===== src/rtl/axi_lite_mem_mmio_bridge.sv =====
// AXI4-Lite slave that bridges a host CPU onto the soft CPU's memory port
// and a small MMIO register file (CTRL, STATUS, CYCLE).
//
// Handshake rules: a transfer happens on a rising clock edge where VALID
// and READY are both high. Each channel has its own one-entry holding register.
// VALID outputs (BVALID, RVALID) stay high until the matching READY is seen.
// RDATA and RRESP do not change while RVALID is high.
// A write executes when both the address and the data are held and no
// response is waiting. A read executes in any cycle without a write
// execute, because a write has priority on the shared memory port.
module axi_lite_mem_mmio_bridge #(
    parameter int ADDR_WIDTH     = 14,
    parameter int DATA_WIDTH     = 32,
    parameter int MEM_ADDR_WIDTH = 13
) (
    input  logic                          S_AXI_ACLK,
    input  logic                          S_AXI_ARESETN,
    input  logic [ADDR_WIDTH-1:0]         S_AXI_AWADDR,
    input  logic                          S_AXI_AWVALID,
    output logic                          S_AXI_AWREADY,
    input  logic [DATA_WIDTH-1:0]         S_AXI_WDATA,
    input  logic [DATA_WIDTH/8-1:0]       S_AXI_WSTRB,
    input  logic                          S_AXI_WVALID,
    output logic                          S_AXI_WREADY,
    output logic [1:0]                    S_AXI_BRESP,
    output logic                          S_AXI_BVALID,
    input  logic                          S_AXI_BREADY,
    input  logic [ADDR_WIDTH-1:0]         S_AXI_ARADDR,
    input  logic                          S_AXI_ARVALID,
    output logic                          S_AXI_ARREADY,
    output logic [DATA_WIDTH-1:0]         S_AXI_RDATA,
    output logic [1:0]                    S_AXI_RRESP,
    output logic                          S_AXI_RVALID,
    input  logic                          S_AXI_RREADY,
    output logic [MEM_ADDR_WIDTH-$clog2(DATA_WIDTH/8)-1:0] mem_addr,
    output logic [DATA_WIDTH-1:0]         mem_wdata,
    output logic [DATA_WIDTH/8-1:0]       mem_wstrb,
    output logic                          mem_wen,
    output logic                          mem_ren,
    input  logic [DATA_WIDTH-1:0]         mem_rdata,
    input  logic [DATA_WIDTH-1:0]         cpu_status,
    output logic                          cpu_rst
);

    localparam int STRB_W    = DATA_WIDTH / 8;
    localparam int BYTE_OFF  = $clog2(STRB_W);
    localparam int MEM_IDX_W = MEM_ADDR_WIDTH - BYTE_OFF;
    // MMIO registers are 32-bit spaced; the index drops the two byte bits
    localparam int RIDX_W    = ADDR_WIDTH - 3;

    localparam logic [RIDX_W-1:0] REG_CTRL   = RIDX_W'(0);
    localparam logic [RIDX_W-1:0] REG_STATUS = RIDX_W'(1);
    localparam logic [RIDX_W-1:0] REG_CYCLE  = RIDX_W'(2);

    localparam logic [1:0] RESP_OKAY   = 2'b00;
    localparam logic [1:0] RESP_SLVERR = 2'b10;

    // Holding registers and response state
    logic                  aw_full_q, aw_full_d;
    logic [ADDR_WIDTH-1:0] aw_addr_q, aw_addr_d;
    logic                  w_full_q,  w_full_d;
    logic [DATA_WIDTH-1:0] w_data_q,  w_data_d;
    logic [STRB_W-1:0]     w_strb_q,  w_strb_d;
    logic                  bvalid_q,  bvalid_d;
    logic [1:0]            bresp_q,   bresp_d;
    logic                  ar_full_q, ar_full_d;
    logic [ADDR_WIDTH-1:0] ar_addr_q, ar_addr_d;
    logic                  rvalid_q,  rvalid_d;
    logic [DATA_WIDTH-1:0] rdata_q,   rdata_d;
    logic [1:0]            rresp_q,   rresp_d;
    logic                  cpu_rst_q, cpu_rst_d;
    logic [DATA_WIDTH-1:0] cycle_q,   cycle_d;

    // Decoded views of the held addresses
    logic                  wr_exec;
    logic                  rd_exec;
    logic                  aw_is_mmio;
    logic                  ar_is_mmio;
    logic [RIDX_W-1:0]     aw_reg;
    logic [RIDX_W-1:0]     ar_reg;
    logic [MEM_IDX_W-1:0]  aw_word;
    logic [MEM_IDX_W-1:0]  ar_word;
    logic                  aw_hs;
    logic                  w_hs;
    logic                  ar_hs;

    // Address bits above the memory window and below the word/register
    // granularity are deliberately ignored.
    logic unused_addr_bits;
    assign unused_addr_bits = ^{aw_addr_q, ar_addr_q};

    assign aw_is_mmio = aw_addr_q[ADDR_WIDTH-1];
    assign ar_is_mmio = ar_addr_q[ADDR_WIDTH-1];
    assign aw_reg     = aw_addr_q[ADDR_WIDTH-2:2];
    assign ar_reg     = ar_addr_q[ADDR_WIDTH-2:2];
    assign aw_word    = aw_addr_q[MEM_ADDR_WIDTH-1:BYTE_OFF];
    assign ar_word    = ar_addr_q[MEM_ADDR_WIDTH-1:BYTE_OFF];

    assign wr_exec = aw_full_q & w_full_q & ~bvalid_q;
    assign rd_exec = ar_full_q & ~rvalid_q & ~wr_exec;

    // READY outputs are forced low while reset is asserted
    assign S_AXI_AWREADY = S_AXI_ARESETN & ~aw_full_q;
    assign S_AXI_WREADY  = S_AXI_ARESETN & ~w_full_q;
    assign S_AXI_ARREADY = S_AXI_ARESETN & ~ar_full_q & ~rvalid_q;

    assign aw_hs = S_AXI_AWVALID & S_AXI_AWREADY;
    assign w_hs  = S_AXI_WVALID  & S_AXI_WREADY;
    assign ar_hs = S_AXI_ARVALID & S_AXI_ARREADY;

    assign S_AXI_BVALID = bvalid_q;
    assign S_AXI_BRESP  = bresp_q;
    assign S_AXI_RVALID = rvalid_q;
    assign S_AXI_RDATA  = rdata_q;
    assign S_AXI_RRESP  = rresp_q;
    assign cpu_rst      = cpu_rst_q;

    // Memory port: the write execute owns the address in its cycle
    always_comb begin
        mem_wen   = wr_exec & ~aw_is_mmio;
        mem_ren   = rd_exec & ~ar_is_mmio;
        mem_wdata = w_data_q;
        mem_wstrb = w_strb_q;
        mem_addr  = wr_exec ? aw_word : ar_word;
    end

    // Next-state logic for holding registers, responses and MMIO state
    always_comb begin
        aw_full_d = aw_full_q;
        aw_addr_d = aw_addr_q;
        w_full_d  = w_full_q;
        w_data_d  = w_data_q;
        w_strb_d  = w_strb_q;
        bvalid_d  = bvalid_q;
        bresp_d   = bresp_q;
        ar_full_d = ar_full_q;
        ar_addr_d = ar_addr_q;
        rvalid_d  = rvalid_q;
        rdata_d   = rdata_q;
        rresp_d   = rresp_q;
        cpu_rst_d = cpu_rst_q;
        cycle_d   = cpu_rst_q ? cycle_q : cycle_q + DATA_WIDTH'(1);

        // Channel acceptance
        if (aw_hs) begin
            aw_full_d = 1'b1;
            aw_addr_d = S_AXI_AWADDR;
        end
        if (w_hs) begin
            w_full_d = 1'b1;
            w_data_d = S_AXI_WDATA;
            w_strb_d = S_AXI_WSTRB;
        end
        if (ar_hs) begin
            ar_full_d = 1'b1;
            ar_addr_d = S_AXI_ARADDR;
        end

        // Response retirement
        if (bvalid_q && S_AXI_BREADY) begin
            bvalid_d = 1'b0;
        end
        if (rvalid_q && S_AXI_RREADY) begin
            rvalid_d = 1'b0;
        end

        // Write execute: consume both holding registers, raise BVALID
        if (wr_exec) begin
            aw_full_d = 1'b0;
            w_full_d  = 1'b0;
            bvalid_d  = 1'b1;
            bresp_d   = RESP_OKAY;
            if (aw_is_mmio) begin
                case (aw_reg)
                    REG_CTRL: begin
                        if (w_strb_q[0]) begin
                            cpu_rst_d = ~w_data_q[0];
                        end
                    end
                    REG_STATUS: begin
                        // read-only: write is accepted and dropped
                    end
                    REG_CYCLE: begin
                        // clearing takes precedence over the increment
                        if (|w_strb_q) begin
                            cycle_d = '0;
                        end
                    end
                    default: bresp_d = RESP_SLVERR;
                endcase
            end
        end

        // Read execute: capture data and response, raise RVALID
        if (rd_exec) begin
            ar_full_d = 1'b0;
            rvalid_d  = 1'b1;
            rresp_d   = RESP_OKAY;
            if (ar_is_mmio) begin
                case (ar_reg)
                    REG_CTRL:   rdata_d = {{(DATA_WIDTH-1){1'b0}}, ~cpu_rst_q};
                    REG_STATUS: rdata_d = cpu_status;
                    REG_CYCLE:  rdata_d = cycle_q;
                    default: begin
                        rdata_d = '0;
                        rresp_d = RESP_SLVERR;
                    end
                endcase
            end else begin
                rdata_d = mem_rdata;
            end
        end
    end

    // State registers; reset clears everything and holds the soft CPU in reset
    always_ff @(posedge S_AXI_ACLK or negedge S_AXI_ARESETN) begin
        if (!S_AXI_ARESETN) begin
            aw_full_q <= 1'b0;
            aw_addr_q <= '0;
            w_full_q  <= 1'b0;
            w_data_q  <= '0;
            w_strb_q  <= '0;
            bvalid_q  <= 1'b0;
            bresp_q   <= 2'b00;
            ar_full_q <= 1'b0;
            ar_addr_q <= '0;
            rvalid_q  <= 1'b0;
            rdata_q   <= '0;
            rresp_q   <= 2'b00;
            cpu_rst_q <= 1'b1;
            cycle_q   <= '0;
        end else begin
            aw_full_q <= aw_full_d;
            aw_addr_q <= aw_addr_d;
            w_full_q  <= w_full_d;
            w_data_q  <= w_data_d;
            w_strb_q  <= w_strb_d;
            bvalid_q  <= bvalid_d;
            bresp_q   <= bresp_d;
            ar_full_q <= ar_full_d;
            ar_addr_q <= ar_addr_d;
            rvalid_q  <= rvalid_d;
            rdata_q   <= rdata_d;
            rresp_q   <= rresp_d;
            cpu_rst_q <= cpu_rst_d;
            cycle_q   <= cycle_d;
        end
    end

endmodule


===== config.mk =====
export PLATFORM = sky130hd
export DESIGN_NAME = axi_lite_mem_mmio_bridge
export DESIGN_NICKNAME = d
export VERILOG_FILES = /design/src/rtl/axi_lite_mem_mmio_bridge.sv
export SDC_FILE = /design/constraint.sdc
export NUM_CORES = 1
export LEC_CHECK = 0
export ABC_AREA = 1
export BUFFER_PORTS_ARGS = -buffer_cell sky130_fd_sc_hd__buf_2
export CORE_UTILIZATION = 45
export DETAILED_ROUTE_END_ITERATION = 6
export PLACE_DENSITY = 0.81
export RECOVER_POWER = 100
export REMOVE_ABC_BUFFERS = 1
export SLEW_MARGIN = 20
export SYNTH_ARGS = -nofsm -noshare
export SYNTH_HDL_FRONTEND = slang
export SYNTH_SLANG_ARGS = --single-unit

===== constraint.sdc =====
create_clock -name S_AXI_ACLK -period 2.36 [get_ports S_AXI_ACLK]
set_input_delay 0.472 -clock S_AXI_ACLK [delete_from_list [all_inputs] [get_ports S_AXI_ACLK]]
set_output_delay 0.472 -clock S_AXI_ACLK [all_outputs]
set_load 0.02 [all_outputs]

==> impl_metrics.ini, run 1 <==
[routing]
wirelength_mm = 16.9
post_drt_wl_per_cell_um = 13.1
viasPerCell = 4.84
drc = 0
ant_nets = 0
drt-initial-drc-count = 269
dr.pass1.iters = 6
num_vias = 6267

[timing]
hold_viol = 0
fin_setup_tns_ps = 0
fin_crit_sh_pct = 93.5
finalSetupViolations = 0
timing.fmax_ghz = 0.453
fin_crit_ps = 2210
clock-skew-final_ps = 6.52
slew_viol_final = 133
rsz0062_at_grt = false
tightestPinTransition_ps = 1860
relSlewSlack_pct = -24.1

[logic_synthesis]
synth_edf_count = 0
ys_async_sr_fraction_pct = 100
ys_ff_latch = 132
synth_top_area_share_pct = 47.2
ys_types = 36
synth_area_leader_cell = dfrtp_1
ys_top_cells_by_area = dfrtp_1 47%, nand2_1 17%, inv_1 4.8%, nor2_1 4.8%, nand4_1 3.7%
synthCells = 880
yosys_most_used_dff = dfrtp_1
yosysWarnings = 0
seq_area_frac_synth_pct = 47.6
syn-mean-instance-area_um2 = 7.88
synthesis.area_mm2 = 0.00694

[power_and_ir_drop]
ir_drop_mv = 0.815
power_density_mw_per_mm2 = 1120
leakage_nw = 4.53

[setup_path]
rr_worst_depth = 6
slowest_delay_ps = 420
crit_chain = nand3_4 -> nand3_4 -> nor2_4 -> clkbuf_1
cp.buffers_inverters = 1
critPathLaunch = w_full_q
critPathMostFrequentCell = nand3_4
critPathTopFamily = simple AND/OR/NAND/NOR gates
endpoint = mem_ren
path_class = reg -> out
endpoint_kind = primary output
critPathLaunchType = flip-flop
cpMaxStageDelayCell = dfrtp_1
rrSetupSlack_ps = 410
path_max_fanout = 28
arrival_ps = 1740
crit_cells = 4
timing.rr.end = cycle_q[14]
crit_required_ps = 1890
r2r_start = S_AXI_BVALID

[clock_tree]
worstSkewPairLatency_ps = 420
numCtsBuffers = 17
htreeDepth = 4
root_buffer = clkbuf_16
cts_buffer_depth = 2
hold_buffers = 0
clkSinkCount = 132
cts_tree = done
clk_transition_reported_paths_ps = 60

[final_layout]
diodes = 0
drive_above_1_share_pct = 22.1
fill_cells = 1432
nNetsFinal = 1232
stdcell_count = 1296
syn2layout_area_growth_pct = 24.2

[place]
placed_cells = 1265
dp_hpwl_mm = 12.2
portBuffers = 219
routabilityCongestion = 0.911

[die]
die-area_mm2 = 0.0159
num_rows = 45
io_pins = 226
die_h_um = 126
core_area_mm2 = 0.0151
die_w_um = 126
start_util_pct = 45.8

[run_status]
failed_checks = max-capacitance violations, max-slew violations
outcome = finished with violations

[global_route]
grt_overflow_total = 0
grt_usage_pct = 22.3
grt_max_degree = 133
antenna_found_initial = 0
grt_pass1_vias = 6023
grt_pass1_wl_mm = 28.1

[worst_hold_path]
hold_class = in -> reg

[flow_run]
drv_cap = 1
## what timing repair did
item,CTS,global route
resized for setup,0,1
hold endpoints to repair,0,0
setup buffers,0,0
setup endpoints to repair,0,1
## where the power goes
group | total [mW] | internal [mW] | switching, mW
Combinational | 3.55 | 1.12 | 2.43
Clock | 2.58 | 1.57 | 1.01
Sequential | 3.56 | 3.07 | 0.483
## synthesized netlist by cell type, types with 7 or more instances
library cell,n
nor2_1,88
clkbuf_1,17
nand3_1,20
nor3_1,9
nand2_2,13
nand4_1,41
nand2_1,310
buf_4,8
nor2_2,7
buf_2,8
inv_1,88
dfrtp_1,131
inv_2,13
nor2_4,7
mux2_1,17
mux2_2,20
o21ai_0,20
a21oi_1,31
## cell families after synthesis
group | after synthesis | synth area share, %
AO/OA/AOI/OAI | 55 | 4.22
multiplexers | 37 | 6.01
XOR/XNOR | 8 | 1.01
buffers and inverters | 137 | 8.31
adder cells (fa/ha/maj) | 1 | 0.180
flip-flops | 132 | 47.6
other | 1 | 0.0541
AND/OR/NAND/NOR | 509 | 32.6
## registers in the layout, indices dropped and copies added (netlist names), 4 cells and up
name,cells
S_AXI_RDATA,32
cycle_q,32
mem_wdata,32
ar_addr_q,12
aw_addr_q,12
mem_wstrb,4
## metrics by stage
stage | worst slack [ps] | util [%] | power [mW] | hold slack, ps | instance area (µm²)
floorplan | 25.5 | - | 5.96 | 176 | 6740
global placement | 522 | 54.2 | 7.25 | 470 | 8200
detailed placement | 513 | 54.2 | 7.38 | 476 | 8200
CTS | 48.7 | 58.0 | 9.99 | 210 | 8780
global route | 57.7 | 56.9 | 10.3 | 233 | 8620
finish | 153 | 56.9 | 9.69 | 223 | 8620
## per-layer routing
layer	wire (µm)	global-route usage, %	vias to the layer above
li1	-	-	3191
met1	7100	26.5	2850
met2	8380	38.6	208
met3	1220	6.67	18
met4	231	7.37	0
met5	0	0	-
## layout by cell type, fill, tap and decap left out, types with 2 or more instances in the layout
cell        count
nor2_2          5
xnor2_1         4
clkinv_2        4
nand2_2        13
nor3_1          9
a21oi_1        31
xor2_1          4
mux2_1         17
conb_1          2
nor3b_1         2
inv_1          88
clkinvlp_4      5
mux2_2         20
nand3_4         2
nor2_1         90
clkbuf_16      17
dfrtp_1       131
nand2_1       310
clkbuf_1       89
nand3_1        20
nand4_1        41
nor2_4          7
buf_4           6
bufinv_16       2
o21ai_0        21
clkbuf_2        7
inv_2          13
nand3_2         5
buf_2         129
## final cells by class
class | count | area (µm²) | area share (%)
Inverter | 101 | 379 | 4.40
Clock inverter | 13 | 135 | 1.57
Multi-Input combinational cell | 612 | 3060 | 35.5
Tap cell | 188 | 235 | 2.73
Sequential cell | 132 | 3300 | 38.4
Clock buffer | 18 | 439 | 5.10
Timing Repair Buffer | 232 | 1070 | 12.4
## how the worst min path moves through the flow
stage	from	endpoint	slack, ps	cells past startpoint
floorplan	S_AXI_ARESETN	S_AXI_BRESP[1]	180	0
global placement	mem_wdata[29]	mem_wdata[29]	470	1
detailed placement	mem_wdata[28]	mem_wdata[28]	480	1
CTS	S_AXI_ARESETN	S_AXI_RDATA[3]	210	2
global route	S_AXI_BREADY	S_AXI_BVALID	230	2
finish	S_AXI_BREADY	S_AXI_BVALID	220	2
(Power assumes the default switching activity.)
==> run 2, diff against run 1 <==
--- a/config.mk
+++ b/config.mk
@@ -7,9 +7,9 @@
 export LEC_CHECK = 0
 export ABC_AREA = 1
 export BUFFER_PORTS_ARGS = -buffer_cell sky130_fd_sc_hd__buf_2
-export CORE_UTILIZATION = 45
+export CORE_UTILIZATION = 53
 export DETAILED_ROUTE_END_ITERATION = 6
-export PLACE_DENSITY = 0.81
+export PLACE_DENSITY_LB_ADDON = 0.05
 export RECOVER_POWER = 100
 export REMOVE_ABC_BUFFERS = 1
 export SLEW_MARGIN = 20
==> impl_metrics.ini, run 2 (same netlist as run 1, synthesis figures left out) <==
[run_status]
outcome = finished with violations
failed_checks = max-capacitance violations, max-slew violations

[flow_run]
drv_cap = 1

[place]
dp_slack_ps = 459
placed_cells = 1251
routabilityCongestion = 0.857
dp_hpwl_mm = 12.0
portBuffers = 219

[power_and_ir_drop]
leakage_nw = 4.54
ir_drop_mv = 0.738
power_density_mw_per_mm2 = 1120
p_total_mw = 9.60

[timing]
fin_ws_ps = 165
hold_viol = 0
rsz0062_at_grt = false
clock-skew-final_ps = 10.7
slew_viol_final = 133
finalSetupViolations = 0
fin_crit_sh_pct = 93.0
relSlewSlack_pct = -19.9
timing.fmax_ghz = 0.456
tightestPinTransition_ps = 1800
fin_setup_tns_ps = 0
fin_crit_ps = 2190

[global_route]
antenna_found_initial = 1
grt_usage_pct = 25.6
grt_max_degree = 133
grt_pass1_wl_mm = 26.5
grt_pass1_vias = 5894
grt_overflow_total = 0

[die]
core_area_mm2 = 0.0127
num_rows = 41
die-area_mm2 = 0.0136
io_pins = 226
start_util_pct = 54.8
die_w_um = 116
die_h_um = 116

[setup_path]
critPathTopFamily = flip-flops
crit_required_ps = 1890
crit_chain = inv_2 -> nand3_4 -> o21ai_0 -> clkbuf_2
path_max_fanout = 28
slowest_delay_ps = 390
cp.buffers_inverters = 2
path_class = reg -> out
critPathLaunchType = flip-flop
arrival_ps = 1720
cpMaxStageDelayCell = dfrtp_1
endpoint_kind = primary output

[routing]
drt-initial-drc-count = 294
ant_nets = 0
wirelength_mm = 16.5
drc = 0
post_drt_wl_per_cell_um = 12.9
num_vias = 6260
dr.pass1.iters = 5
viasPerCell = 4.87

[worst_hold_path]
hold_class = in -> reg

[clock_tree]
clkSinkCount = 132
numCtsBuffers = 17
cts_buffer_depth = 2
root_buffer = clkbuf_16
hold_buffers = 0
cts_tree = done
clk_transition_reported_paths_ps = 50
htreeDepth = 4
worstSkewPairLatency_ps = 420

[final_layout]
final_util_pct = 67.8
syn2layout_area_growth_pct = 23.8
diodes = 0
final_common_cell = nand2_1
drive_above_1_share_pct = 22.2
stdcell_count = 1285
final_cell_mix = 310 x nand2_1, 131 x dfrtp_1, 130 x buf_2
fill_cells = 1179
nNetsFinal = 1236
-- run 2: cell types whose count changed in the layout (fill, tap and decap cells not counted), sizes merged --
cell,delta
buf,+4
clkbuf,+2
clkinv,-2
clkinvlp,+2
bufinv,-1
-- run 2: layer usage --
metal / GRT usage [%] / routed length [µm] / vias to the layer above
met1: 29.8 / 6980 / 2860
met2: 43.2 / 8020 / 175
met4: 10.0 / 269 / 0
met5: 0 / 0 / -
li1: - / - / 3202
met3: 8.82 / 1250 / 23
-- run 2: what timing repair did --
item | 4_1_cts | 5_1_grt
buffers inserted | 0 | 2
gates resized for setup | 0 | 0
setup endpoints to repair | 0 | 1
-- run 2: where the power goes --
| group | switching [mW] | total [mW] | internal, mW |
|---|---|---|---|
| logic | 2.43 | 3.57 | 1.14 |
| clock network | 0.988 | 2.49 | 1.50 |
| registers | 0.474 | 3.55 | 3.07 |
-- run 2: area by class of cell --
cell class | instances | area, µm² | share of cell area (%)
clock buffers | 20 | 457 | 5.32
clock inverters | 12 | 106 | 1.24
inverters | 101 | 379 | 4.41
multi-input cells | 612 | 3030 | 35.3
flip-flops and latches | 132 | 3300 | 38.5
well taps | 172 | 215 | 2.51
repair buffers | 236 | 1100 | 12.8
-- run 2: worst paths after layout --
| kind | from | end | slack (ps) | depth (start not counted) |
|---|---|---|---|---|
| min in group asynchronous | S_AXI_ARESETN | S_AXI_RDATA[7] | 700 | 2 |
| min reg2reg | mem_wdata[28] | mem_wdata[28] | 490 | 1 |
| max | S_AXI_BVALID | mem_addr[1] | 170 | 4 |
| max in group asynchronous | S_AXI_ARESETN | S_AXI_RDATA[24] | 480 | 2 |
| max reg2reg | ar_addr_q[8] | S_AXI_RDATA[31] | 240 | 9 |
| min | S_AXI_BREADY | S_AXI_BVALID | 230 | 2 |
-- run 2: metrics by stage --
step | hold slack [ps] | instance area, µm²
3_5_place_dp | 480 | 8200
4_1_cts | 208 | 8760
6_report | 226 | 8590
2_1_floorplan | 176 | 6740
5_1_grt | 225 | 8590
3_3_place_gp | 468 | 8200
